`src/rtl/calc_pkg.sv`:
```
// calc_pkg: shared command/response codes, request record and capture-FSM
// state type for the multi-port calculator engine.
package calc_pkg;

  // Command codes carried on cmd_in; any other nonzero code is invalid.
  localparam logic [3:0] CMD_NOP = 4'd0;
  localparam logic [3:0] CMD_ADD = 4'd1;
  localparam logic [3:0] CMD_SUB = 4'd2;
  localparam logic [3:0] CMD_SHL = 4'd5;
  localparam logic [3:0] CMD_SHR = 4'd6;

  // Response codes driven on out_resp; code 3 is never produced.
  localparam logic [1:0] RESP_NONE = 2'd0;
  localparam logic [1:0] RESP_OK   = 2'd1;
  localparam logic [1:0] RESP_ERR  = 2'd2;

  // Default operand and tag widths of the engine.
  localparam int CALC_DATA_W = 32;
  localparam int CALC_TAG_W  = 2;

  // Request record at the default widths: {cmd, op1, op2, tag}.
  typedef struct packed {
    logic [3:0]             cmd;
    logic [CALC_DATA_W-1:0] op1;
    logic [CALC_DATA_W-1:0] op2;
    logic [CALC_TAG_W-1:0]  tag;
  } calc_req_t;

  // Per-port capture FSM: IDLE waits for a command, OP2 takes the second operand.
  typedef enum logic {
    CAP_IDLE = 1'b0,
    CAP_OP2  = 1'b1
  } cap_state_e;

endpackage

```
`src/rtl/calc_req_fifo.sv`:
```
// calc_req_fifo: synchronous FIFO with registered full flag. A push while
// full is accepted only when a pop happens on the same edge; the caller is
// responsible for noticing a rejected push.
module calc_req_fifo #(
  parameter int DEPTH = 4,
  parameter int WIDTH = 8
) (
  input  logic             clk_i,
  input  logic             rst_i,
  input  logic             push_i,
  input  logic [WIDTH-1:0] wdata_i,
  input  logic             pop_i,
  output logic [WIDTH-1:0] rdata_o,
  output logic             full_o,
  output logic             empty_o
);

  localparam int AW = $clog2(DEPTH);
  localparam int CW = AW + 1;

  logic [WIDTH-1:0] mem_q [DEPTH];
  logic [AW-1:0]    wr_ptr_q;
  logic [AW-1:0]    rd_ptr_q;
  logic [CW-1:0]    cnt_q;
  logic [CW-1:0]    cnt_d;
  logic             full_q;
  logic             push_ok;
  logic             pop_ok;

  assign pop_ok  = pop_i && (cnt_q != '0);
  assign push_ok = push_i && (!full_q || pop_ok);

  // Occupancy after this edge; simultaneous push and pop leave it unchanged.
  always_comb begin
    cnt_d = cnt_q;
    case ({push_ok, pop_ok})
      2'b10:   cnt_d = cnt_q + CW'(1);
      2'b01:   cnt_d = cnt_q - CW'(1);
      default: cnt_d = cnt_q;
    endcase
  end

  // Pointers, count and the registered full flag.
  always_ff @(posedge clk_i) begin
    if (rst_i) begin
      wr_ptr_q <= '0;
      rd_ptr_q <= '0;
      cnt_q    <= '0;
      full_q   <= 1'b0;
    end else begin
      if (push_ok) wr_ptr_q <= wr_ptr_q + AW'(1);
      if (pop_ok)  rd_ptr_q <= rd_ptr_q + AW'(1);
      cnt_q  <= cnt_d;
      full_q <= (cnt_d == CW'(DEPTH));
    end
  end

  // Storage; when full with a same-edge pop the write reuses the slot being read.
  always_ff @(posedge clk_i) begin
    if (push_ok) mem_q[wr_ptr_q] <= wdata_i;
  end

  assign rdata_o = mem_q[rd_ptr_q];
  assign full_o  = full_q;
  assign empty_o = (cnt_q == '0);

endmodule

```
`src/rtl/calc_mp_engine.sv`:
```
// calc_mp_engine: NUM_PORTS two-cycle command ports, each feeding its own
// request FIFO, round-robin arbitrated onto one ALU_LAT-stage ALU pipeline.
// Results return on the originating port for one cycle with the request tag.
// Optional feature macro: CALC_SHIFT_EN (commands 5/6 execute as logical
// shifts; without it they are treated as invalid and no shifter is built).
module calc_mp_engine
  import calc_pkg::*;
#(
  parameter int NUM_PORTS = 4,
  parameter int DATA_W    = CALC_DATA_W,
  parameter int TAG_W     = CALC_TAG_W,
  parameter int QDEPTH    = 4,
  parameter int ALU_LAT   = 2
) (
  input  logic                        c_clk,
  input  logic                        reset,
  input  logic [NUM_PORTS*4-1:0]      cmd_in,
  input  logic [NUM_PORTS*DATA_W-1:0] data_in,
  input  logic [NUM_PORTS*TAG_W-1:0]  tag_in,
  output logic [NUM_PORTS-1:0]        port_full,
  output logic [NUM_PORTS*2-1:0]      out_resp,
  output logic [NUM_PORTS*DATA_W-1:0] out_data,
  output logic [NUM_PORTS*TAG_W-1:0]  out_tag,
  output logic [NUM_PORTS-1:0]        drop_err
);

  localparam int PW   = (NUM_PORTS > 1) ? $clog2(NUM_PORTS) : 1;
  localparam int SH_W = (DATA_W > 1) ? $clog2(DATA_W) : 1;

  // Same field order as calc_req_t, sized by this instance's parameters.
  typedef struct packed {
    logic [3:0]        cmd;
    logic [DATA_W-1:0] op1;
    logic [DATA_W-1:0] op2;
    logic [TAG_W-1:0]  tag;
  } req_t;
  localparam int REQ_W = $bits(req_t);

  // Capture FSM state (observable per port) and latched first-cycle fields.
  cap_state_e        cap_state_q [NUM_PORTS];
  cap_state_e        cap_state_d [NUM_PORTS];
  logic [3:0]        cap_cmd_q   [NUM_PORTS];
  logic [DATA_W-1:0] cap_op1_q   [NUM_PORTS];
  logic [TAG_W-1:0]  cap_tag_q   [NUM_PORTS];

  logic [NUM_PORTS-1:0] push;
  logic [NUM_PORTS-1:0] pop;
  logic [NUM_PORTS-1:0] fifo_full;
  logic [NUM_PORTS-1:0] fifo_empty;
  req_t                 push_req [NUM_PORTS];
  req_t                 head_req [NUM_PORTS];

  logic [PW-1:0]        rr_q;
  logic                 gnt_vld;
  logic [PW-1:0]        gnt_idx;
  logic [PW-1:0]        cand;
  req_t                 gnt_req;

  logic [DATA_W:0]      alu_sum;
  logic [1:0]           alu_resp;
  logic [DATA_W-1:0]    alu_data;

  logic [ALU_LAT-1:0]   pipe_vld_q;
  logic [PW-1:0]        pipe_port_q [ALU_LAT];
  logic [1:0]           pipe_resp_q [ALU_LAT];
  logic [DATA_W-1:0]    pipe_data_q [ALU_LAT];
  logic [TAG_W-1:0]     pipe_tag_q  [ALU_LAT];

  logic [NUM_PORTS-1:0] drop_err_q;

  // Capture FSM next state; the OP2 cycle pushes the assembled request.
  always_comb begin
    for (int p = 0; p < NUM_PORTS; p++) begin
      cap_state_d[p] = cap_state_q[p];
      push[p]        = 1'b0;
      case (cap_state_q[p])
        CAP_IDLE: if (cmd_in[4*p +: 4] != CMD_NOP) cap_state_d[p] = CAP_OP2;
        CAP_OP2: begin
          cap_state_d[p] = CAP_IDLE;
          push[p]        = 1'b1;
        end
        default: cap_state_d[p] = CAP_IDLE;
      endcase
      push_req[p] = '{cmd: cap_cmd_q[p], op1: cap_op1_q[p],
                      op2: data_in[DATA_W*p +: DATA_W], tag: cap_tag_q[p]};
    end
  end

  // Capture FSM state register.
  always_ff @(posedge c_clk) begin
    for (int p = 0; p < NUM_PORTS; p++) begin
      if (reset) cap_state_q[p] <= CAP_IDLE;
      else       cap_state_q[p] <= cap_state_d[p];
    end
  end

  // Latch cmd, op1 and tag on the first cycle of a request.
  always_ff @(posedge c_clk) begin
    for (int p = 0; p < NUM_PORTS; p++) begin
      if (cap_state_q[p] == CAP_IDLE && cmd_in[4*p +: 4] != CMD_NOP) begin
        cap_cmd_q[p] <= cmd_in[4*p +: 4];
        cap_op1_q[p] <= data_in[DATA_W*p +: DATA_W];
        cap_tag_q[p] <= tag_in[TAG_W*p +: TAG_W];
      end
    end
  end

  for (genvar g = 0; g < NUM_PORTS; g++) begin : g_port
    calc_req_fifo #(
      .DEPTH (QDEPTH),
      .WIDTH (REQ_W)
    ) u_fifo (
      .clk_i   (c_clk),
      .rst_i   (reset),
      .push_i  (push[g]),
      .wdata_i (push_req[g]),
      .pop_i   (pop[g]),
      .rdata_o (head_req[g]),
      .full_o  (fifo_full[g]),
      .empty_o (fifo_empty[g])
    );
  end

  // Round-robin pick: first non-empty FIFO after the last granted port.
  always_comb begin
    gnt_vld = 1'b0;
    gnt_idx = rr_q;
    cand    = '0;
    for (int k = 1; k <= NUM_PORTS; k++) begin
      cand = PW'((int'(rr_q) + k) % NUM_PORTS);
      if (!gnt_vld && !fifo_empty[cand]) begin
        gnt_vld = 1'b1;
        gnt_idx = cand;
      end
    end
    pop = '0;
    if (gnt_vld) pop[gnt_idx] = 1'b1;
  end

  // Arbiter pointer moves only when something was granted.
  always_ff @(posedge c_clk) begin
    if (reset)        rr_q <= PW'(NUM_PORTS - 1);
    else if (gnt_vld) rr_q <= gnt_idx;
  end

  assign gnt_req = head_req[gnt_idx];

  // Unsigned ALU; errors (carry, borrow, invalid code) return zero data.
  always_comb begin
    alu_resp = RESP_ERR;
    alu_data = '0;
    alu_sum  = {1'b0, gnt_req.op1} + {1'b0, gnt_req.op2};
    case (gnt_req.cmd)
      CMD_ADD: begin
        if (!alu_sum[DATA_W]) begin
          alu_resp = RESP_OK;
          alu_data = alu_sum[DATA_W-1:0];
        end
      end
      CMD_SUB: begin
        if (gnt_req.op2 <= gnt_req.op1) begin
          alu_resp = RESP_OK;
          alu_data = gnt_req.op1 - gnt_req.op2;
        end
      end
`ifdef CALC_SHIFT_EN
      CMD_SHL: begin
        alu_resp = RESP_OK;
        alu_data = gnt_req.op1 << gnt_req.op2[SH_W-1:0];
      end
      CMD_SHR: begin
        alu_resp = RESP_OK;
        alu_data = gnt_req.op1 >> gnt_req.op2[SH_W-1:0];
      end
`endif
      default: ;
    endcase
  end

  // Pipeline valids; reset discards everything in flight.
  always_ff @(posedge c_clk) begin
    if (reset) begin
      pipe_vld_q <= '0;
    end else begin
      pipe_vld_q[0] <= gnt_vld;
      for (int i = 1; i < ALU_LAT; i++) pipe_vld_q[i] <= pipe_vld_q[i-1];
    end
  end

  // Pipeline payload: result, tag and destination port travel together.
  always_ff @(posedge c_clk) begin
    pipe_port_q[0] <= gnt_idx;
    pipe_resp_q[0] <= alu_resp;
    pipe_data_q[0] <= alu_data;
    pipe_tag_q[0]  <= gnt_req.tag;
    for (int i = 1; i < ALU_LAT; i++) begin
      pipe_port_q[i] <= pipe_port_q[i-1];
      pipe_resp_q[i] <= pipe_resp_q[i-1];
      pipe_data_q[i] <= pipe_data_q[i-1];
      pipe_tag_q[i]  <= pipe_tag_q[i-1];
    end
  end

  // Output demux: only the destination port sees the result, all else zero.
  always_comb begin
    out_resp = '0;
    out_data = '0;
    out_tag  = '0;
    for (int p = 0; p < NUM_PORTS; p++) begin
      if (pipe_vld_q[ALU_LAT-1] && pipe_port_q[ALU_LAT-1] == PW'(p)) begin
        out_resp[2*p +: 2]           = pipe_resp_q[ALU_LAT-1];
        out_data[DATA_W*p +: DATA_W] = pipe_data_q[ALU_LAT-1];
        out_tag[TAG_W*p +: TAG_W]    = pipe_tag_q[ALU_LAT-1];
      end
    end
  end

  // Sticky drop flag: a push refused because the FIFO was full with no pop.
  always_ff @(posedge c_clk) begin
    if (reset) drop_err_q <= '0;
    else       drop_err_q <= drop_err_q | (push & fifo_full & ~pop);
  end

  assign drop_err  = drop_err_q;
  assign port_full = fifo_full;

endmodule
```
`config.mk`:
```
export PLATFORM = sky130hd
export DESIGN_NAME = calc_mp_engine
export DESIGN_NICKNAME = d
export VERILOG_FILES = /design/src/rtl/calc_pkg.sv /design/src/rtl/calc_req_fifo.sv /design/src/rtl/calc_mp_engine.sv
export SDC_FILE = /design/constraint.sdc
export NUM_CORES = 1
export LEC_CHECK = 0
export CAP_MARGIN = 20
export CORE_UTILIZATION = 56
export DETAILED_ROUTE_END_ITERATION = 16
export PLACE_DENSITY = 0.82
export SLEW_MARGIN = 20
export SYNTH_ARGS = -nofsm -noshare
export SYNTH_HDL_FRONTEND = slang
export SYNTH_SLANG_ARGS = --single-unit
```
`constraint.sdc`:
```
create_clock -name c_clk -period 10.4 [get_ports c_clk]
set_input_delay 2.08 -clock c_clk [delete_from_list [all_inputs] [get_ports c_clk]]
set_output_delay 2.08 -clock c_clk [all_outputs]
set_load 0.05 [all_outputs]
```
Word-level counts from Yosys, hierarchy flattened
Memories as Yosys holds them, arrays and structs flattened. A register that Yosys moved wholly into a read port is not among the register bits.
Cells that the tools add are included.

word-level totals
  flip-flop bits (word level) = 40
  memory bits (writable) = 1352
  input bits = 154
  output and inout bits = 152
  logic and storage cells = 224
  memories kept = 12

memory list
  memory                  depth  width  read ports  clocked after memory_dff  wr ports  line                  text
  g_port[0].u_fifo.mem_q  4      70     1           1                         1         calc_req_fifo.sv:21   logic [WIDTH-1:0] mem_q [DEPTH];
  g_port[1].u_fifo.mem_q  4      70     1           1                         1         calc_req_fifo.sv:21
  g_port[2].u_fifo.mem_q  4      70     1           1                         1         calc_req_fifo.sv:21
  g_port[3].u_fifo.mem_q  4      70     1           1                         1         calc_req_fifo.sv:21
  cap_op1_q               4      32     4           0                         4         calc_mp_engine.sv:43  logic [DATA_W-1:0] cap_op1_q [NUM_PORTS];
  pipe_data_q             2      32     2           0                         2         calc_mp_engine.sv:66  logic [DATA_W-1:0] pipe_data_q [ALU_LAT];
  +6 memories             -      -      -           -                         -         -

operators by class
  $add $sub $neg = 22
  magnitude comparators = 8
  equal/unequal tests = 17
  multiplexer cells = 87
  bitwise gates (word level) = 13
  reduce and logical (&&, ||, !) cells = 46

operators with widths
  operator                                                                       count
  32-bit two-way mux                                                             6
  70-bit binary-select mux with 2-bit select                                     1
  70-bit two-way mux                                                             2
  32-bit case mux with 2 select lines                                            1
  2-bit two-way mux                                                              22
  1-bit two-way mux                                                              40
  32-bit by 32-bit adder with 33-bit output                                      1
  32-bit <= comparator                                                           1
  32-bit subtractor                                                              1
  3-bit case mux with 2 select lines                                             4
  2-bit by 1-bit adder with 2-bit output (second input constant)                 10
  1-bit logical AND                                                              20
  4-bit nonzero test                                                             4
  2-bit by 3-bit less-than comparator with 1-bit output (second input constant)  5
  3-bit by 1-bit adder with 3-bit output (second input constant)                 4
  2-bit == test (second input constant)                                          6
  3-bit == test (second input constant)                                          4
  3-bit logical NOT                                                              4
  3-bit nonzero test                                                             4
  3-bit by 1-bit subtractor with 3-bit output (second input constant)            4
  2-bit by 1-bit == test with 1-bit output (second input constant)               5
  1-bit logical NOT                                                              9
  4-bit AND                                                                      2
  1-bit binary-select mux with 2-bit select                                      4
  other kinds (16)                                                               29

Longest topological paths before layout
Gate-level depths: netlist (run 1).

  depth after elaboration = 23
  depth in mapped cells = 23
  mapped depth without buffers = 19

Modules after synthesis
A second synthesis (run 1) with hierarchy kept.

second synthesis, totals
  cells, all modules = 2945
  area, all modules = 55992.5 sq um

modules (own cells, without submodules)
  module          instances  cells an instance  area each (sq um)  seq. area each (sq um)
  calc_req_fifo   4          423                10639.0            8608.3
  calc_mp_engine  1          1253               13436.6            6326.1

Least setup slack after synthesis (run 1)
No wires, ideal clock.

  path kind = register to register
  start = register with a tool-made name
  end = memory pipe_data_q[0][20] (netlist bit)
  library setup time = 0.074 ns
  data arrival time = 5.118 ns
  required time = 10.326 ns
  slack = 5.207 ns
  cell stages (with the launch flop) = 19
  path buffers = 5
  period minus slack after synthesis = 5.193 ns
  cells stage by stage = dfxtp_1 > clkbuf_1 > clkbuf_1 > buf_1 > mux4_2 > and2_1 > a211oi_1 > a31oi_1 > ha_1 > buf_6 > or4_4 > nor3_4 > a211oi_2 > o2111a_2 > a211oi_4 > nand2_2 > buf_6 > o311a_1 > a31oi_1

RTL lines
  what       line
  to (decl)  calc_mp_engine.sv:66

==> impl_metrics.yaml, run 1 <==
route:
  ant_nets: 0
  vias_per_cell: 6.168
  vias: 30153
  wire_per_inst_um: 28.35
  drc: 0
  drtPass1Iterations: 5
  drt_iter0_drc: 3558
  totalWireLength_mm: 138.6
synthesis:
  synth_cell_types: 79
  ys_ff_latch: 1400
  seq_area_frac_synth_pct: 72.99
  synthesis.instances: 3166
  netlist_area_um2: 55840
  syn-num-nets: 3410
  syn_avg_cell_area_um2: 17.64
  yosysWarningCount: 0
  async_flop_share_pct: 0
  synth_edf_count: 1272
  synthFlopType: "edfxtp_1"
critical_path:
  critical_path_arrival_ps: 7600
  end_kind: "flip-flop"
  r2r_start: "g_port[0].u_fifo.cnt_q[0]"
  timing.rr.end: "pipe_data_q[0][21]"
  r2r_slack_ps: 3460
  startpoint: "g_port[0].u_fifo.cnt_q[0]"
  cp_max_fo: 77
  critPathKind: "reg2reg"
  reg2regPathDepth: 19
  cp-start-kind: "flip-flop"
  cp.required_ps: 11060
timing:
  worst_pin_slew_ps: 1132
  final_max_slew_viol_count: 0
  slew_headroom_pct: 24.52
  hold_viol: 0
  rsz0062_at_grt: "false"
  skew_ps: 32.21
  postLayoutSetupSlackWorst_ps: 3459
  tns_ps: 0
  min_period_ps: 6941
  max_freq_mhz: 144.1
  timing.final.crit_share_pct: 66.74
  setup_viol: 0
finish:
  layout.nets: 3735
  drive_above_1_share_pct: 16.27
  area_growth_pct: 15.65
place:
  place_ws_ps: 3568
  port_buffers: 305
  hpwlAfterDp_mm: 86.75
  gp_congestion: 0.9788
clock_tree:
  cts_tree: "built"
  clk_pin_slew_ps: 70
  root_buffer: "clkbuf_16"
  cts_buffers: 137
  holdBufCountCts: 0
  post_cts_buffers: 0
  cts_resized: 0
  cts_sinks: 1400
  htreeDepth: 4
  clk_path_buf_depth: 3
  clk_latency_ps: 750
floorplanning:
  row_count: 115
  die-area_um2: 101000
  initial_utilization_pct: 56.66
  die_w_um: 317.8
  die_h_um: 317.8
  io_pins: 306
  core-area_um2: 98560
global_routing:
  gr-total-overflow: 0
  grt_max_degree: 119
  antenna_found_initial: 18
  grt_pass1_wl_mm: 201.2
  grt_usage_pct: 27.42
  grt_pass1_vias: 30621
worst_hold_path:
  whs_path_depth: 0
  hold_path.class: "reg2reg"
  holdPathEnd: "pipe_tag_q[0][3]"
  min_from: "pipe_tag_q[0][1]"
outcome:
  status: "finished, final reports clean"
flow_run:
  drv_cap: 0
[cell usage after synthesis, drive strengths merged, types with 12 or more instances]
library cell	instances	area share [%]
a211oi	46	0.65
a21o	26	0.35
a21oi	73	0.65
a31oi	52	0.58
and2	198	2.2
and3	13	0.15
buf	42	0.41
clkbuf	118	0.79
dfxtp	128	4.6
edfxtp	1272	68
ha	84	1.9
inv	91	0.61
mux2	34	0.69
mux4	272	11
nand2	205	1.4
nand3	18	0.16
nor2	201	1.4
nor3	34	0.35
o21a	19	0.26
o21ai	18	0.16
o21bai	17	0.23
o221ai	12	0.19
xnor2	12	0.19
xor2	12	0.19
[how the worst max path moves through the flow]
stage                                    end  slack [ps]  cells past startpoint
final                     pipe_data_q[0][21]        3460                     19
after CTS                 pipe_data_q[0][18]        3550                     17
after global routing      pipe_data_q[0][21]        3040                     19
after floorplan           pipe_data_q[0][20]        5210                     18
after global placement    pipe_data_q[0][28]        3700                     17
after detailed placement  pipe_data_q[0][28]        3570                     17
[layout make-up]
class / count / area (µm²)
repair buffers: 346 / 3388
diodes: 6 / 15.01
clock inverters: 57 / 495.5
clock buffers: 187 / 3774
well taps: 1287 / 1610
multi-input cells: 1514 / 14170
inverters: 92 / 347.8
fillers: 6392 / 33980
flip-flops and latches: 1400 / 40780
[metal layers]
metal / vias up / part of all wire [%] / global-route usage (%)
met5: - / 0.082 / 0
met4: 16 / 4.4 / 12.08
met3: 276 / 8.0 / 4.821
met2: 1614 / 51 / 47.04
met1: 15248 / 36 / 34.37
li1: 12999 / - / -
[sequential cells by signal (all words and copies together), names as in the netlist, named ones only]
signal                  cells
drop_err                    4
g_port.u_fifo.cnt_q        12
cap_state_q                 4
g_port.u_fifo.mem_q      1120
pipe_vld_q                  2
g_port.u_fifo.full_o        4
pipe_resp_q                 4
g_port.u_fifo.rd_ptr_q      8
rr_q                        2
pipe_port_q                 4
pipe_tag_q                  4
cap_tag_q                   8
cap_op1_q                 128
g_port.u_fifo.wr_ptr_q      8
cap_cmd_q                  16
pipe_data_q                64
[stage by stage]
step           cell area, µm²  hold WS (ps)  cells  util (%)
2_1_floorplan           55840         309.6   3166         -
3_3_place_gp            60280         311.8   4638     61.15
3_5_place_dp            60280         315.0   4638     61.15
4_1_cts                 64540         328.1   4882     65.49
5_1_grt                 64580         335.1   4888     65.53
6_report                64590         328.3   4889     65.53
[cell families after synthesis]
logic type      synth area share [%]
buf+inv                        1.822
simple gates                   6.383
mux                            11.86
xor+xnor                      0.3764
flops                          72.99
compound gates                 4.479
fa+ha+maj                      2.097
[cells in the final DEF, fill, tap and decap left out, types with 12 or more instances in the layout]
master,netlist,layout
o21a_1,19,19
nor3_1,31,31
a21o_1,26,26
xor2_1,12,12
ha_1,84,84
and2_1,198,186
o21bai_1,17,17
clkinv_2,0,16
o221ai_1,12,12
dfxtp_1,128,120
and2_4,0,12
edfxtp_1,1272,1272
clkbuf_16,0,142
nand2_1,204,204
a31oi_1,52,52
mux4_2,272,272
nor2_1,201,196
xnor2_1,12,12
inv_1,91,91
clkbuf_1,118,38
clkdlybuf4s50_1,0,304
clkinv_1,1,23
o21ai_0,18,18
nand3_1,18,18
a21oi_1,73,73
mux2_2,34,34
a211oi_1,44,44
buf_4,7,39
[worst max-delay path, stage by stage, from the launching register on]
cell	delay [ps]
dfxtp_1	340
or3_1	410
o22ai_1	240
mux2i_4	100
buf_4	260
inv_4	620
buf_4	700
nand2_1	130
a31oi_1	280
ha_1	420
a21oi_1	300
o21ai_0	230
nand2_1	100
a21boi_0	80
o31ai_1	260
and4bb_1	650
nand2_1	720
buf_4	450
o221a_2	300
a31oi_1	160
Power of run 1 is left out: the tool's default activity adds up to more than one toggle a clock period on the data nets, which glitch-free logic cannot reach.
==> run 2: changes to the inputs <==
- clock period: 10.4 -> 6.7 ns (I/O delays scaled with it)
==> impl_metrics.yaml, run 2 (synthesized netlist as in run 1, its figures left out) <==
critical_path:
  timing.rr.end: "pipe_data_q[0][20]"
  reg2regPathDepth: 16
  end_kind: "flip-flop"
  r2r_start: "g_port[0].u_fifo.cnt_q[0]"
  critPathKind: "reg2reg"
  max_stage_delay_ps: 610
  r2r_slack_ps: 800
  cp_max_fo: 74
  path_cells: "or3_1 > o22ai_1 > mux2i_4 > buf_12 > buf_4 > a211oi_1 > a31oi_1 > ha_1 > or4_4 > nor3_4 > a211oi_2 > o2111a_2 > a211oi_4 > nand2_2 > o311a_1 > a31oi_1"
  cp-start-kind: "flip-flop"
  crit_slowest_cell: "or4_4"
  crit_top_cell: "a31oi_1"
  critical_path_arrival_ps: 6560
  cp.required_ps: 7360
clock_tree:
  cts_resized: 0
  cts_sinks: 1400
  clk_latency_ps: 760
  post_cts_buffers: 0
  clk_path_buf_depth: 3
  root_buffer: "clkbuf_16"
  clk_pin_slew_ps: 60
  holdBufCountCts: 0
  htreeDepth: 4
  cts_tree: "built"
  cts_buffers: 137
finish:
  drive_above_1_share_pct: 17.72
  multi_input_area_um2: 14170
  area_growth_pct: 16.68
  layout_commonest_cell: "edfxtp_1"
  final_cells: 4929
  fillers: 6336
  stdcell_area_um2: 65160
  largest_register: "g_port.u_fifo.mem_q"
  top_regs: "g_port.u_fifo.mem_q (1120), cap_op1_q (128), pipe_data_q (64)"
  seq_area_um2: 40780
  final_cell_mix: "1272 x edfxtp_1, 304 x clkdlybuf4s50_1, 272 x mux4_2"
  layout.nets: 3782
  largest_register_ffs: 1120
timing:
  timing.final.crit_share_pct: 88.10
  skew_ps: 33.08
  postLayoutSetupSlackWorst_ps: 797.6
  max_freq_mhz: 169.4
  final_max_slew_viol_count: 0
  worst_pin_slew_ps: 1053
  min_period_ps: 5902
  tns_ps: 0
  rsz0062_at_grt: "false"
  setup_viol: 0
  hold_viol: 0
  slew_headroom_pct: 29.78
floorplanning:
  die-area_um2: 101000
  die_h_um: 317.8
  io_pins: 306
  core-area_um2: 98560
  die_w_um: 317.8
  row_count: 115
  initial_utilization_pct: 56.66
route:
  drt_iter0_drc: 3316
  ant_nets: 0
  drc: 0
  vias: 30410
  totalWireLength_mm: 139.2
  wire_per_inst_um: 28.23
  drtPass1Iterations: 5
  vias_per_cell: 6.170
place:
  placed_area_um2: 60750
  dp.cells: 4686
  port_buffers: 305
  hpwlAfterDp_mm: 90.59
  gp_congestion: 0.9315
  place_ws_ps: 845.9
global_routing:
  gr-total-overflow: 0
  grt_max_degree: 75
  grt_pass1_vias: 30939
  grt_pass1_wl_mm: 203.6
  antenna_found_initial: 9
  grt_usage_pct: 27.86
worst_hold_path:
  holdPathEnd: "pipe_port_q[0][3]"
  min_from: "pipe_port_q[0][1]"
  whs_path_depth: 0
  hold_path.class: "reg2reg"
flow_run:
  drv_cap: 0
outcome:
  status: "finished, final reports clean"
-- run 2: cell types whose count changed in the layout (fill, tap and decap cells not counted), moves of 2 or more --
cell / change
buf_12: +9
buf_4: +39
bufinv_16: +3
clkbuf_1: -15
clkbuf_4: -3
clkbuf_8: +6
clkinvlp_4: +5
diode_2: -4
inv_6: +2
-- run 2: worst max-delay path by stage --
stage,depth (start not counted),from,endpoint,slack [ps]
5_1_grt,18,g_port[0].u_fifo.cnt_q[0],pipe_data_q[0][20],520
3_3_place_gp,14,flip-flop,pipe_data_q[0][20],950
4_1_cts,16,g_port[0].u_fifo.cnt_q[0],pipe_data_q[0][20],830
3_5_place_dp,16,g_port[0].u_fifo.cnt_q[0],pipe_data_q[0][20],850
2_1_floorplan,18,flip-flop,pipe_data_q[0][20],1510
6_report,16,g_port[0].u_fifo.cnt_q[0],pipe_data_q[0][20],800
-- run 2: worst max-delay path: cells and delay by family, from the launching register on --
kind            cells  cell delay [ps]
fa+ha+maj           1              420
simple gates        4             1740
mux                 1              150
buf+inv             2              550
flops               1              350
compound gates      8             2520
-- run 2: cell type report --
type / count / share of cell area, %
Sequential cell: 1400 / 62.59
Clock inverter: 66 / 1.000
Inverter: 92 / 0.5338
Timing Repair Buffer: 393 / 5.883
Multi-Input combinational cell: 1514 / 21.75
Tap cell: 1287 / 2.471
Clock buffer: 175 / 5.766
Antenna cell: 2 / 0.007680
-- run 2: routing by layer --
| layer | vias to the layer above | global-route usage [%] | part of all wire (%) |
|---|---|---|---|
| met2 | 1545 | 46.47 | 50 |
| met1 | 15495 | 35.88 | 38 |
| met3 | 277 | 4.643 | 7.4 |
| met4 | 6 | 13.38 | 4.8 |
| met5 | - | 0 | 0.033 |
| li1 | 13087 | - | - |
-- run 2: per-stage QoR --
step / hold WS (ps) / utilization [%]
after floorplan: 309.6 / -
after detailed placement: 312.1 / 61.63
after CTS: 327.8 / 66.11
after global placement: 310.1 / 61.63
after global routing: 332.2 / 66.11
final: 326.9 / 66.11
Power of run 2 is left out for the same reason.
